<file path="config.mk">
export PLATFORM = sky130hd
export DESIGN_NAME = vram_arbiter
export DESIGN_NICKNAME = d
export VERILOG_FILES = /design/src/rtl/vram_pkg.sv /design/src/rtl/vram_arb_pick.sv /design/src/rtl/vram_arbiter.sv
export SDC_FILE = /design/constraint.sdc
export NUM_CORES = 1
export LEC_CHECK = 0
export ABC_AREA = 1
export BUFFER_PORTS_ARGS = -buffer_cell sky130_fd_sc_hd__buf_2
export CORE_ASPECT_RATIO = 0.8
export CORE_MARGIN = 3
export CORE_UTILIZATION = 40
export CTS_CLUSTER_DIAMETER = 60
export DETAILED_ROUTE_END_ITERATION = 8
export GPL_TIMING_DRIVEN = 0
export HOLD_SLACK_MARGIN = 0.06
export PLACE_DENSITY = 0.82
export SLEW_MARGIN = 20
export SYNTH_ARGS = -nofsm -noshare
export SYNTH_HDL_FRONTEND = slang
export SYNTH_HIERARCHICAL = 1
export SYNTH_SLANG_ARGS = --single-unit
</file>
<file path="constraint.sdc">
create_clock -name clk -period 2.4 [get_ports clk]
set_input_delay 0.36 -clock clk [delete_from_list [all_inputs] [get_ports clk]]
set_output_delay 0.36 -clock clk [all_outputs]
set_load 0.02 [all_outputs]
</file>
<file path="src/rtl/vram_pkg.sv">
// Shared types for the video RAM arbiter: port owner encoding and
// default RAM geometry (bank + 13-bit offset, byte wide).
package vram_pkg;

    localparam int VRAM_AW = 15;
    localparam int VRAM_DW = 8;

    typedef enum logic [1:0] {
        OWN_NONE,
        OWN_VID,
        OWN_CPU,
        OWN_DMA
    } owner_t;

endpackage

</file>
<file path="src/rtl/vram_arb_pick.sv">
// Combinational owner selector for the VRAM port.
// VRAM_ARB_RECLAIM_EN lets CPU/DMA reuse video slots during blanking.
module vram_arb_pick
    import vram_pkg::*;
(
    input  logic   slot_vid,
    input  logic   vid_en,
    input  logic   cpu_req,
    input  logic   dma_req,
    input  logic   starved,
    output owner_t owner,
    output logic   shared
);

`ifdef VRAM_ARB_RECLAIM_EN
    assign shared = !slot_vid || !vid_en;
`else
    logic unused_vid_en;
    assign unused_vid_en = vid_en;
    assign shared = !slot_vid;
`endif

    always_comb begin
        owner = OWN_NONE;
        if (!shared) begin
            owner = OWN_VID;
        end else if (starved && dma_req) begin
            owner = OWN_DMA;
        end else if (cpu_req) begin
            owner = OWN_CPU;
        end else if (dma_req) begin
            owner = OWN_DMA;
        end
    end

endmodule

</file>
<file path="src/rtl/vram_arbiter.sv">
// Time-slot arbiter for the single VRAM port (clk_2x domain).
// Optional blanking-slot reclaim under VRAM_ARB_RECLAIM_EN.
module vram_arbiter
    import vram_pkg::*;
#(
    parameter int AW         = VRAM_AW,
    parameter int DW         = VRAM_DW,
    parameter int STARVE_LIM = 4
) (
    input  logic          clk,
    input  logic          reset,
    input  logic          slot_vid,
    input  logic          vid_en,
    input  logic [AW-1:0] vid_addr,
    output logic          vid_rvalid,
    input  logic          cpu_req,
    input  logic          cpu_we,
    input  logic [AW-1:0] cpu_addr,
    input  logic [DW-1:0] cpu_din,
    output logic          cpu_ack,
    output logic          cpu_rvalid,
    output logic [DW-1:0] cpu_dout,
    input  logic          dma_req,
    input  logic          dma_we,
    input  logic [AW-1:0] dma_addr,
    input  logic [DW-1:0] dma_din,
    output logic          dma_ack,
    output logic          dma_rvalid,
    output logic [DW-1:0] dma_dout,
    output logic [AW-1:0] mem_addr,
    output logic          mem_we,
    output logic [DW-1:0] mem_din,
    input  logic [DW-1:0] mem_dout
);

    localparam int CW = $clog2(STARVE_LIM + 1);
    localparam logic [CW-1:0] LIM = CW'(STARVE_LIM);

    owner_t        owner;
    owner_t        owner_d;
    logic          shared;
    logic          starved;
    logic          we_d;
    logic          wr;
    logic [CW-1:0] starve_cnt;
    logic [DW-1:0] cpu_hold;
    logic [DW-1:0] dma_hold;

    assign starved = (starve_cnt == LIM);

    vram_arb_pick u_pick (
        .slot_vid (slot_vid),
        .vid_en   (vid_en),
        .cpu_req  (cpu_req),
        .dma_req  (dma_req),
        .starved  (starved),
        .owner    (owner),
        .shared   (shared)
    );

    // Idle port keeps the raster address so the RAM sees a stable bus.
    always_comb begin
        mem_addr = vid_addr;
        mem_din  = '0;
        wr       = 1'b0;
        unique case (owner)
            OWN_CPU: begin
                mem_addr = cpu_addr;
                mem_din  = cpu_din;
                wr       = cpu_we;
            end
            OWN_DMA: begin
                mem_addr = dma_addr;
                mem_din  = dma_din;
                wr       = dma_we;
            end
            default: ;
        endcase
    end

    assign mem_we  = wr & ~reset;
    assign cpu_ack = (owner == OWN_CPU) & ~reset;
    assign dma_ack = (owner == OWN_DMA) & ~reset;

    always_ff @(posedge clk) begin
        if (reset) begin
            owner_d <= OWN_NONE;
            we_d    <= 1'b0;
        end else begin
            owner_d <= owner;
            we_d    <= mem_we;
        end
    end

    assign vid_rvalid = ~reset & (owner_d == OWN_VID) & ~we_d;
    assign cpu_rvalid = ~reset & (owner_d == OWN_CPU) & ~we_d;
    assign dma_rvalid = ~reset & (owner_d == OWN_DMA) & ~we_d;

    // Read data is presented with rvalid, then held until the next read.
    always_ff @(posedge clk) begin
        if (reset) begin
            cpu_hold <= '0;
            dma_hold <= '0;
        end else begin
            if (cpu_rvalid) cpu_hold <= mem_dout;
            if (dma_rvalid) dma_hold <= mem_dout;
        end
    end

    assign cpu_dout = reset ? '0
                    : cpu_rvalid ? mem_dout : cpu_hold;
    assign dma_dout = reset ? '0
                    : dma_rvalid ? mem_dout : dma_hold;

    always_ff @(posedge clk) begin
        if (reset) begin
            starve_cnt <= '0;
        end else if (shared) begin
            if (dma_req && owner != OWN_DMA) begin
                if (!starved) starve_cnt <= starve_cnt + CW'(1);
            end else begin
                starve_cnt <= '0;
            end
        end
    end

endmodule

</file>
Yosys cells after proc, flatten, opt, wreduce, memory -nomap -nowiden
Cells that the tools add are included.
{"block": "op_classes", "addsub": 1, "n_eq_ne": 8, "mux": 13, "bitwise_logic": 12, "reduce_logical": 3}
{"operator": "8-bit two-way mux", "count": 4}
{"operator": "15-bit case mux with 2 select lines", "count": 1}
{"operator": "8-bit case mux with 2 select lines", "count": 1}
{"operator": "1-bit bitwise AND", "count": 9}
{"operator": "2-bit == test (second input constant)", "count": 4}
{"operator": "2-bit two-way mux", "count": 4}
{"operator": "3-bit two-way mux", "count": 2}
{"operator": "2-bit != test (second input constant)", "count": 2}
{"operator": "3-bit by 1-bit adder with 3-bit output (second input constant)", "count": 1}
{"operator": "3-bit == test (second input constant)", "count": 1}
{"operator": "1-bit inverter", "count": 3}
{"operator": "2-bit by 1-bit == test with 1-bit output (second input constant)", "count": 1}
{"operator": "1-bit logical AND", "count": 2}
{"operator": "1-bit case mux with 2 select lines", "count": 1}
{"operator": "2-bit AND reduction", "count": 1}
{"block": "totals", "regBits": 22, "in_bits": 77, "out_inout_bits": 45, "elab_cells": 42}

Logic depth before layout (Yosys ltp)
Gate-level depths: netlist (run 1).
{"block": "logic_depth", "word_depth": 8, "depth_mapped": 13, "ltp_nobuf": 12}

By module
The synthesis (run 1) kept the hierarchy.
{"module": "vram_arbiter", "instances": 1, "cells_each": 212, "area_each_um2": 1348.8, "seq_area_each_um2": 440.4}
{"module": "vram_arb_pick", "instances": 1, "cells_each": 7, "area_each_um2": 27.5, "seq_area_each_um2": 0.0}

Least setup slack after synthesis (run 1)
No wires, ideal clock.
{"block": "synth_path", "path_kind": "register to output", "start": "reg starve_cnt[0]", "end": "out mem_we", "arrival_time_ps": 1665, "required_ps": 2040, "slack_ps": 375, "path_stages_with_launch": 10, "n_path_buf": 1, "cell_sequence": "dfxtp_1 > inv_1 > ha_1 > nand2_1 > inv_1 > nand2_1 > nand3_1 > buf_4 > nor3_2 > a22o_1"}
{"block": "synth_between", "elab_chain_len": 7, "elab_cells_between_ends": 8, "classes_between": "eq/ne: 3; mux: 3; bitwise: 1; reduce/logical: 1"}
{"element": "from (decl)", "line": "vram_arbiter.sv:45", "source": "logic [CW-1:0] starve_cnt;"}
{"element": "from (signal assigned)", "line": "vram_arbiter.sv:120", "source": "if (!starved) starve_cnt <= starve_cnt + CW'(1);"}
{"element": "3-bit == test (*)", "line": "vram_arbiter.sv:49", "source": "assign starved = (starve_cnt == LIM);"}
{"element": "net starved", "line": "vram_arbiter.sv:42", "source": "logic starved;"}
{"element": "1-bit logical AND (*)", "line": "vram_arb_pick.sv:27", "source": "end else if (starved && dma_req) begin"}
{"element": "2-bit two-way mux (*)", "line": "vram_arb_pick.sv:27"}
{"element": "2-bit two-way mux (*)", "line": "vram_arb_pick.sv:25", "source": "if (!shared) begin"}
{"element": "net owner[0]", "line": "vram_arbiter.sv:39", "source": "owner_t owner;"}
{"element": "2-bit == test", "line": "vram_arbiter.sv:66", "source": "unique case (owner)"}
{"element": "1-bit case mux with 2 select lines (*)", "line": "vram_arbiter.sv:66"}
{"element": "1-bit bitwise AND (*)", "line": "vram_arbiter.sv:81", "source": "assign mem_we = wr & ~reset;"}
{"element": "to (decl)", "line": "vram_arbiter.sv:31", "source": "output logic mem_we,"}
The timed path passes the listed nets; every way through them passes the cells marked *.

Final worst setup path (run 1)
{"block": "layout_path", "start": "reg starve_cnt[1]", "end": "out mem_addr[10]"}
{"block": "layout_between", "elab_chain_len": 6, "elab_cells_between_ends": 7, "classes_between": "eq/ne: 3; mux: 3; reduce/logical: 1"}
{"element": "3-bit == test (*)", "line": "vram_arbiter.sv:49"}
{"element": "net starved", "line": "vram_arbiter.sv:42"}
{"element": "1-bit logical AND (*)", "line": "vram_arb_pick.sv:27"}
{"element": "2-bit two-way mux (*)", "line": "vram_arb_pick.sv:27"}
{"element": "2-bit two-way mux (*)", "line": "vram_arb_pick.sv:25"}
{"element": "net owner[0]", "line": "vram_arbiter.sv:39"}
{"element": "2-bit == test", "line": "vram_arbiter.sv:66"}
{"element": "15-bit case mux with 2 select lines (*)", "line": "vram_arbiter.sv:66"}
{"element": "to (decl)", "line": "vram_arbiter.sv:30", "source": "output logic [AW-1:0] mem_addr,"}
Marked as above.

==> run_results.csv, run 1 <==
group,metric,value,unit
route,drtIter0Drc,57,
floorplan,die_h,58.47,um
route,detail_route.wl_per_cell,11.29,um
sta,tightest_slew,0.4257,ns
clock_tree,cts.path.max_buffers,2,
grt,grt_first_pass_wirelength,6803,um
worst_setup_path,r2r_end,"starve_cnt[0]",
grt,grt-ovfl-total,0,
worst_setup_path,cp_max_fo,10,
grt,grt_pass1_vias,1610,
place,numPortBuffers,120,
power,peakVddDrop,0.2654,mV
floorplan,fp.dieW,71.58,um
place,place_congestion,0.8045,
floorplan,start_util,43.04,%
route,drcViolationCount,0,
finish,layout.nets,423,
sta,grt_setup_unrepaired,"no",
grt,grt_use_total,19.67,%
worst_setup_path,crit_top_cell,"nand2_1",
clock_tree,hold_buffers,0,
worst_hold_path,min_path_type,"input port to flip-flop",
power,p_leak,1.214,nW
finish,final_core_util,66.00,%
worst_setup_path,worst-setup-path-type,"flip-flop to output pin",
run,cap_violations,0,
logic_synthesis,yosys-top-cells-count,"71 x nand2_1, 46 x nand3_1, 25 x nor2_1",
logic_synthesis,syn-num-nets,298,
route,via_count,1801,
worst_setup_path,slowest_delay,0.37,ns
floorplan,boundaryPins,122,
grt,grt_max_degree,14,
finish,num_antenna_cells,0,
place,hpwl,3511,um
sta,max_slew_margin,71.62,%
clock_tree,htreeDepth,1,
sta,period_needed,2.241,ns
clock_tree,clk_pin_slew,0.08,ns
clock_tree,cts-root-buf,"clkbuf_8",
logic_synthesis,synth_area,0.001376,sq mm
route,drtAntennaViolNets,0,
worst_setup_path,crit_path_start_kind,"flip-flop",
place,dp.cells,379,
logic_synthesis,synth_edf_count,0,
worst_hold_path,holdPathStages,3,
floorplan,row_count,18,
worst_setup_path,end_kind,"output pin",
logic_synthesis,ys_ff_latch,22,
sta,hold_viol_final,0,
logic_synthesis,avgSynthCellArea,6.285,sq um
grt,grtUsageMet3,4.608,%
logic_synthesis,synth_warnings,6,
sta,clock_skew,0.009034,ns
sta,period_share,93.36,%
logic_synthesis,yosys.area.top_type,"dfxtp_1",
sta,clock.fmax,446.3,MHz
sta,setup_viol,0,
worst_setup_path,path_cells,"inv_1 > ha_1 > nand2_1 > inv_1 > nand2_1 > nand3_1 > buf_4 > nor2_4 > buf_6 > nand2_1 > nand3_1 > buf_2",
grt,grt.met2_usage,34.03,%
logic_synthesis,synthTopCellsByArea,"dfxtp_1 32%, nand2_1 19%, nand3_1 17%, nor2_1 6.8%, o21ai_1 5.8%",
finish,finalNonFillerCells,383,
grt,gr-usage-met1,24.74,%
worst_hold_path,worstHoldEndpoint,"dma_hold[7]",
route,wl,4323,um
finish,drive_gt1_share,42.57,%
clock_tree,clkLatencyLatePin,0.26,ns
grt,grt_busiest_layer,"met2",
clock_tree,cts_tree,"built",
worst_setup_path,reg2reg_from,"starve_cnt[1]",
status,status,"finished, final reports clean",
worst_setup_path,r2r_cells,11,
sta,tns,0,ns
logic_synthesis,synth_top_area_share,32.00,%
clock_tree,clock_sinks,22,
logic_synthesis,yosysMostFrequentCell,"nand2_1",
power,p_per_area,491.7,mW/mm^2
route,viasPerCell,4.702,
worst_setup_path,cp.required,2.04,ns
worst_hold_path,min_from,"mem_dout[7]",
clock_tree,numCtsBuffers,3,
sta,hold_slack,0.3599,ns
grt,grt_antenna_before_repair,0,
logic_synthesis,synth_flop_cell,"dfxtp_1",
logic_synthesis,synth_cell_types,23,
worst_setup_path,slowest_stage,"dfxtp_1",
logic_synthesis,ys_seq_area_share,32.00,%
logic_synthesis,syn_inst,219,
route,firstDrtPassIters,4,
sta,finalMaxSlewViolations,0,
worst_setup_path,rrSetupSlack,0.80,ns
logic_synthesis,synth-async-reset-ratio,0,%
finish,synthToLayoutAreaGrowth,53.36,%
floorplan,die_area,0.004185,sq mm
worst_setup_path,cp.arrival,1.88,ns
floorplan,coreArea,0.003198,sq mm
[worst max path at each step]
stage | cells after the start | slack, ns | from | endpoint
floorplan | 9 | 0.38 | starve_cnt[0] | mem_we
global placement | 11 | 0.35 | starve_cnt[0] | mem_addr[0]
detailed placement | 11 | 0.33 | starve_cnt[0] | mem_addr[10]
CTS | 11 | 0.03 | starve_cnt[0] | mem_addr[10]
global route | 11 | 0.001 | starve_cnt[0] | mem_we
finish | 12 | 0.16 | starve_cnt[1] | mem_addr[10]
[registers in the layout, summed over array words and instances (netlist names)]
name,count
we_d,1
owner_d,2
cpu_hold,8
dma_hold,8
starve_cnt,3
[stage by stage]
stage | cell area [sq um] | setup WS, ns | total power, mW
global placement | 2027 | 0.3457 | 0.6995
floorplan | 1376 | 0.3751 | 0.5712
finish | 2111 | 0.1593 | 1.038
CTS | 2098 | 0.02836 | 1.043
detailed placement | 2027 | 0.3330 | 0.7031
global route | 2111 | 0.001049 | 1.091
[metal layers]
metal | vias up | routed length [um] | share of wire [%]
met3 | 4 | 326 | 7.5
met5 | - | 0 | 0
met1 | 767 | 1886 | 44
li1 | 961 | - | -
met4 | 0 | 32 | 0.74
met2 | 69 | 2078 | 48
[report_power, final]
| group | leakage, nW | total [mW] | internal [mW] | switching [mW] |
|---|---|---|---|---|
| Combinational | 0.999 | 0.313 | 0.127 | 0.186 |
| Sequential | 0.179 | 0.384 | 0.378 | 0.00568 |
| Clock | 0.0357 | 0.341 | 0.223 | 0.118 |
[cells in the final DEF (no fill, tap or decap), types with 2 or more instances in the layout]
cell type,n
buf_2,124
nand2_1,71
nand3_1,46
nor2_1,25
dfxtp_1,21
o21ai_1,16
inv_1,9
buf_6,4
inv_2,3
clkbuf_8,3
buf_4,2
nand2_4,2
a22o_1,2
a21oi_1,2
ha_1,2
[repair_timing]
item / 4_1_cts / 5_1_grt
resized for setup: 0 / 7
buffers inserted: 0 / 0
setup endpoints to repair: 0 / 21
[layout make-up]
| cell class | instances | area, sq um |
|---|---|---|
| Timing Repair Buffer | 120 | 603.1 |
| Clock buffer | 3 | 41.29 |
| Inverter | 13 | 51.30 |
| Multi-Input combinational cell | 172 | 808.3 |
| Sequential cell | 22 | 441.7 |
| Fill cell | 313 | 1087 |
| Tap cell | 40 | 50.05 |
| Buffer | 12 | 85.08 |
| Clock inverter | 1 | 30.03 |
[cell families after synthesis]
group           count (synthesis)  share of synthesized area, %
simple gates                  150                         49.09
compound gates                 20                         7.819
buf+inv                        25                         9.273
fa+ha+maj                       2                         1.818
flops                          22                         32.00
[critical path, delay by kind of cell, from the launching register on]
family / cells / cell delay [ns]
buffers and inverters: 5 / 0.61
and+or+nand+nor: 6 / 0.46
DFF: 1 / 0.37
adders and majority gates: 1 / 0.17
(Power assumes the default switching activity.)
==> run 2, diff against run 1 <==
==> constraint.sdc (replaced) <==
create_clock -name clk -period 2.4 [get_ports clk]
set_input_delay 0.12 -clock clk [delete_from_list [all_inputs] [get_ports clk]]
set_output_delay 0.12 -clock clk [all_outputs]
set_load 0.02 [all_outputs]
==> run 2 against run 1 <==
  * Largest cell class unchanged
  * Critical path depth decreased by 1
  * Clock power about the same
  * Wire length decreased by 0.28%
  * Global-route usage unchanged
  * Core utilization decreased by 0.39 points
  * Register-to-register slack got worse by 0.04 ns
  * Highest routed layer unchanged
==> run_results.csv, run 2 (synthesis gave the netlist of run 1 again) <==
group,metric,value,unit
place,dpl_cell_area,0.002027,sq mm
worst_setup_path,rrSetupSlack,0.76,ns
worst_setup_path,r2r_cells,13,
worst_setup_path,r2r_end,"starve_cnt[2]",
power,p_leak,1.209,nW
grt,grt_pass1_vias,1610,
finish,reg_top3,"cpu_hold x8, dma_hold x8, starve_cnt x3",
clock_tree,numCtsBuffers,3,
route,drtIter0Drc,64,
finish,layout_common_cells,"124 x buf_2, 71 x nand2_1, 46 x nand3_1",
worst_setup_path,cp_num_cells,11,
worst_setup_path,cp.required,2.28,ns
worst_setup_path,worst-setup-path-type,"flip-flop to output pin",
worst_setup_path,end_kind,"output pin",
finish,synthToLayoutAreaGrowth,52.45,%
finish,drive_gt1_share,41.98,%
route,via_count,1800,
finish,layout.nets,423,
sta,setup_viol,0,
route,viasPerCell,4.700,
place,hpwl,3511,um
clock_tree,hold_buffers,0,
grt,grt_first_pass_wirelength,6803,um
worst_setup_path,path_cells,"inv_1 > ha_1 > nand2_1 > inv_1 > nand2_1 > nand3_1 > buf_4 > clkbuf_1 > nand3_1 > nand3_1 > buf_2",
floorplan,coreArea,0.003198,sq mm
worst_hold_path,min_path_type,"input port to flip-flop",
worst_setup_path,worst-path-buf-inv,5,
clock_tree,cts.path.max_buffers,2,
power,switching_power,0.3083,mW
finish,seqCellArea,440.4,sq um
worst_setup_path,slowest_delay,0.36,ns
sta,tns,0,ns
sta,clock_skew,0.009830,ns
sta,hold_viol_final,0,
power,peakVddDrop,0.2648,mV
sta,max_slew_margin,71.43,%
floorplan,start_util,43.04,%
sta,period_share,88.58,%
sta,period_needed,2.126,ns
finish,num_antenna_cells,0,
grt,grt_antenna_before_repair,0,
route,detail_route.wl_per_cell,11.26,um
worst_setup_path,cp_max_fo,10,
sta,finalMaxSlewViolations,0,
clock_tree,cts_setup_buffers,0,
grt,grt_max_degree,14,
worst_setup_path,crit_top_cell,"nand3_1",
floorplan,fp.dieW,71.58,um
worst_setup_path,crit_path_start_kind,"flip-flop",
grt,grt_use_total,19.67,%
clock_tree,clkLatencyLatePin,0.26,ns
sta,setup_ws,0.2741,ns
worst_setup_path,slowest_stage,"clkbuf_1",
sta,hold_slack,0.1199,ns
worst_setup_path,startpoint,"starve_cnt[0]",
finish,fin_area,0.002098,sq mm
sta,tightest_slew,0.4286,ns
power,seqPwrFrac,37.1,%
finish,fillers,317,
clock_tree,cts_tree,"built",
place,place_ws,0.5730,ns
clock_tree,htreeDepth,1,
clock_tree,clk_pin_slew,0.08,ns
power,power.share.clock,32.9,%
clock_tree,cts_resized,0,
route,drcViolationCount,0,
floorplan,row_count,18,
run,cap_violations,0,
finish,final_core_util,65.61,%
status,status,"finished, final reports clean",
place,numPortBuffers,120,
finish,final_common_cell,"buf_2",
route,firstDrtPassIters,4,
worst_setup_path,crit_path_end,"mem_addr[11]",
worst_setup_path,cp_top_family,"buffers and inverters",
sta,grt_setup_unrepaired,"no",
place,place_congestion,0.8045,
grt,grt-ovfl-total,0,
clock_tree,cts-root-buf,"clkbuf_8",
sta,clock.fmax,470.4,MHz
clock_tree,clock_sinks,22,
power,p_int,0.7253,mW
floorplan,die_h,58.47,um
worst_setup_path,reg2reg_from,"starve_cnt[0]",
worst_setup_path,cp.arrival,2.01,ns
power,p_comb_share,30.0,%
finish,multi_input_area,808.3,sq um
route,drtAntennaViolNets,0,
floorplan,die_area,0.004185,sq mm
power,p_per_area,492.6,mW/mm^2
power,p_sw_share,29.82,%
route,wl,4311,um
floorplan,boundaryPins,122,
## run 2: changes by cell type in the layout (fill, tap and decap cells not counted)
cell / delta
buf_4: +1
clkbuf_1: +1
dfxtp_1: +1
buf_6: -2
dfxtp_2: -1
## run 2: routing by layer
metal | vias up | GRT usage (%) | part of all wire, %
li1 | 959 | - | -
met3 | 4 | 4.608 | 7.6
met4 | 0 | 5.094 | 0.74
met5 | - | 0 | 0
met2 | 69 | 34.03 | 48
met1 | 768 | 24.74 | 43
## run 2: worst min-delay path by stage
stage | startpoint | end | slack (ns) | cells after the start
finish | mem_dout[7] | dma_hold[7] | 0.12 | 3
global route | reset | owner_d[0] | 0.12 | 2
CTS | mem_dout[1] | dma_hold[1] | 0.11 | 3
detailed placement | mem_dout[1] | dma_hold[1] | 0.39 | 3
global placement | mem_dout[1] | dma_hold[1] | 0.39 | 3
floorplan | reset | owner_d[0] | 0.19 | 1
## run 2: power by group through the flow
stage	clock network, mW	registers, mW	logic (mW)
6_report	0.340	0.384	0.310
5_1_grt	0.360	0.385	0.342
4_1_cts	0.347	0.384	0.312
3_5_place_dp	0	0.392	0.311
3_3_place_gp	0	0.392	0.307
2_1_floorplan	0	0.391	0.180
## run 2: cell type report
type,count,share of cell area [%]
Buffer,12,3.637
Clock buffer,3,1.968
Clock inverter,1,1.431
Inverter,13,2.445
Multi-Input combinational cell,172,38.52
Sequential cell,22,20.99
Tap cell,40,2.385
Timing Repair Buffer,120,28.62
## run 2: metrics by stage
step | power [mW] | std cells
6_report | 1.034 | 383
5_1_grt | 1.088 | 383
4_1_cts | 1.043 | 383
3_5_place_dp | 0.7031 | 379
3_3_place_gp | 0.6995 | 379
2_1_floorplan | 0.5712 | 219
## run 2: worst min-delay path: cells and delay by family
family,cells,cell delay (ns)
buffers and inverters,1,0.09
AOI/OAI and AO/OA,1,0.09
and+or+nand+nor,1,0.04
==> run 3, diff against run 2 <==
- BUFFER_PORTS_ARGS: -buffer_cell sky130_fd_sc_hd__buf_2 -> -buffer_cell sky130_fd_sc_hd__clkbuf_2
- CTS_CLUSTER_DIAMETER: 60 -> not set
==> run 3 against run 2 <==
  * Global-route usage increased by 0.77 points
  * Clock-buffer cell count stayed put
  * Non-clock buffer count unchanged
  * Cell area is 1.4% lower
  * Clock power fell by 36%
  * First-iteration DRC count is 53% higher
  * Cell count is 0.26% lower
  * Largest cell class unchanged
  * Die area did not move
  * Wire length decreased by 0.90%
  * Sequential cell count unchanged
  * Critical path depth unchanged
  * Via count up 1.1%
==> run_results.csv, run 3 (synthesis gave the netlist of run 1 again) <==
group,metric,value,unit
grt,grt_antenna_before_repair,0,
finish,layout_common_cells,"120 x clkbuf_2, 71 x nand2_1, 46 x nand3_1",
clock_tree,clkLatencyLatePin,0.26,ns
finish,fin_area,0.002068,sq mm
floorplan,fp.dieW,71.58,um
finish,drive_gt1_share,41.81,%
worst_setup_path,crit_top_cell,"nand3_1",
clock_tree,numCtsBuffers,3,
worst_setup_path,crit_path_start_kind,"flip-flop",
grt,grt_first_pass_wirelength,7100,um
route,detail_route.wl_per_cell,11.18,um
sta,tightest_slew,0.4065,ns
power,p_per_area,441.6,mW/mm^2
worst_setup_path,cp_max_fo,10,
route,via_count,1820,
grt,grt_max_degree,12,
worst_setup_path,worst-path-buf-inv,5,
finish,final_common_cell,"clkbuf_2",
sta,period_needed,2.116,ns
power,peakVddDrop,0.2469,mV
sta,hold_slack,0.1282,ns
clock_tree,cts.path.max_buffers,2,
sta,hold_viol_final,0,
route,drcViolationCount,0,
clock_tree,cts_tree,"built",
worst_setup_path,slowest_delay,0.35,ns
floorplan,coreArea,0.003198,sq mm
worst_setup_path,path_cells,"inv_1 > ha_1 > nand2_1 > inv_1 > nand2_1 > nand3_1 > buf_4 > clkbuf_1 > nand3_1 > nand3_1 > clkbuf_2",
route,drtAntennaViolNets,0,
floorplan,die_h,58.47,um
sta,finalMaxSlewViolations,0,
clock_tree,cts_resized,0,
sta,grt_setup_unrepaired,"no",
place,dpl_cell_area,0.002027,sq mm
finish,fillers,307,
worst_setup_path,cp.required,2.28,ns
place,hpwl,3639,um
route,drtIter0Drc,98,
clock_tree,cts-root-buf,"clkbuf_8",
worst_setup_path,end_kind,"output pin",
clock_tree,htreeDepth,1,
place,place_congestion,0.7986,
worst_setup_path,cp.arrival,2.00,ns
finish,reg_top3,"cpu_hold x8, dma_hold x8, starve_cnt x3",
sta,clock_skew,0.006105,ns
clock_tree,clock_sinks,22,
worst_setup_path,cp_top_family,"buffers and inverters",
worst_setup_path,slowest_stage,"clkbuf_1",
floorplan,die_area,0.004185,sq mm
sta,max_slew_margin,72.90,%
place,numPortBuffers,120,
finish,num_antenna_cells,0,
grt,grt_pass1_vias,1653,
sta,setup_viol,0,
floorplan,row_count,18,
finish,layout.nets,423,
power,p_leak,1.190,nW
route,viasPerCell,4.764,
sta,tns,0,ns
clock_tree,cts_setup_buffers,0,
floorplan,boundaryPins,122,
floorplan,start_util,43.04,%
grt,grt-ovfl-total,0,
sta,period_share,88.18,%
worst_setup_path,worst-setup-path-type,"flip-flop to output pin",
route,wl,4272,um
grt,grt_use_total,20.43,%
sta,clock.fmax,472.5,MHz
route,firstDrtPassIters,4,
clock_tree,hold_buffers,0,
finish,synthToLayoutAreaGrowth,50.27,%
worst_hold_path,min_path_type,"input port to flip-flop",
run,cap_violations,0,
status,status,"finished, final reports clean",
clock_tree,clk_pin_slew,0.07,ns
## run 3: final cells by class
| type | instances | area, sq um | share of cell area [%] |
|---|---|---|---|
| timing repair buffer | 120 | 600.6 | 29.04 |
| sequential | 22 | 440.4 | 21.29 |
| multi-input combinational | 172 | 808.3 | 39.08 |
| tap | 40 | 50.05 | 2.420 |
| inverter | 13 | 51.30 | 2.480 |
| clock buffer | 3 | 41.29 | 1.996 |
| buffer | 12 | 76.32 | 3.690 |
## run 3: worst paths after layout
check	cells past startpoint	start	slack, ns	endpoint
worst max-delay path	11	starve_cnt[0]	0.28	mem_addr[10]
worst min-delay path	3	mem_dout[5]	0.13	dma_hold[5]
worst max register to register	13	starve_cnt[0]	0.77	starve_cnt[2]
worst min register to register	2	dma_hold[7]	0.48	dma_hold[7]
## run 3: worst reg2reg max path, delay by kind of cell (launching register included)
kind / cells / cell delay [ns]
adder cells (fa/ha/maj): 1 / 0.19
flip-flops: 1 / 0.36
buffers and inverters: 4 / 0.35
AND/OR/NAND/NOR: 8 / 0.63
## run 3: per-stage QoR
step           cells  setup slack [ns]  total power [mW]  utilization (%)
2_1_floorplan    219            0.6151            0.5712                -
3_3_place_gp     379            0.5670            0.7001            63.38
3_5_place_dp     379            0.5612            0.7049            63.38
4_1_cts          382            0.2666            0.9203            64.67
5_1_grt          382           0.06824            0.9671            64.67
6_report         382            0.2836            0.9132            64.67
## run 3: power by group
part | internal (mW) | switching (mW)
clock | 0.112 | 0.107
combinational | 0.124 | 0.186
sequential | 0.378 | 0.00566
total | 0.614 | 0.300
## run 3: metal layers
metal / routed length, um / global-route usage (%)
met1: 1855 / 25.70
met5: 0 / 0
met4: 52 / 6.166
met3: 314 / 3.754
met2: 2050 / 35.73
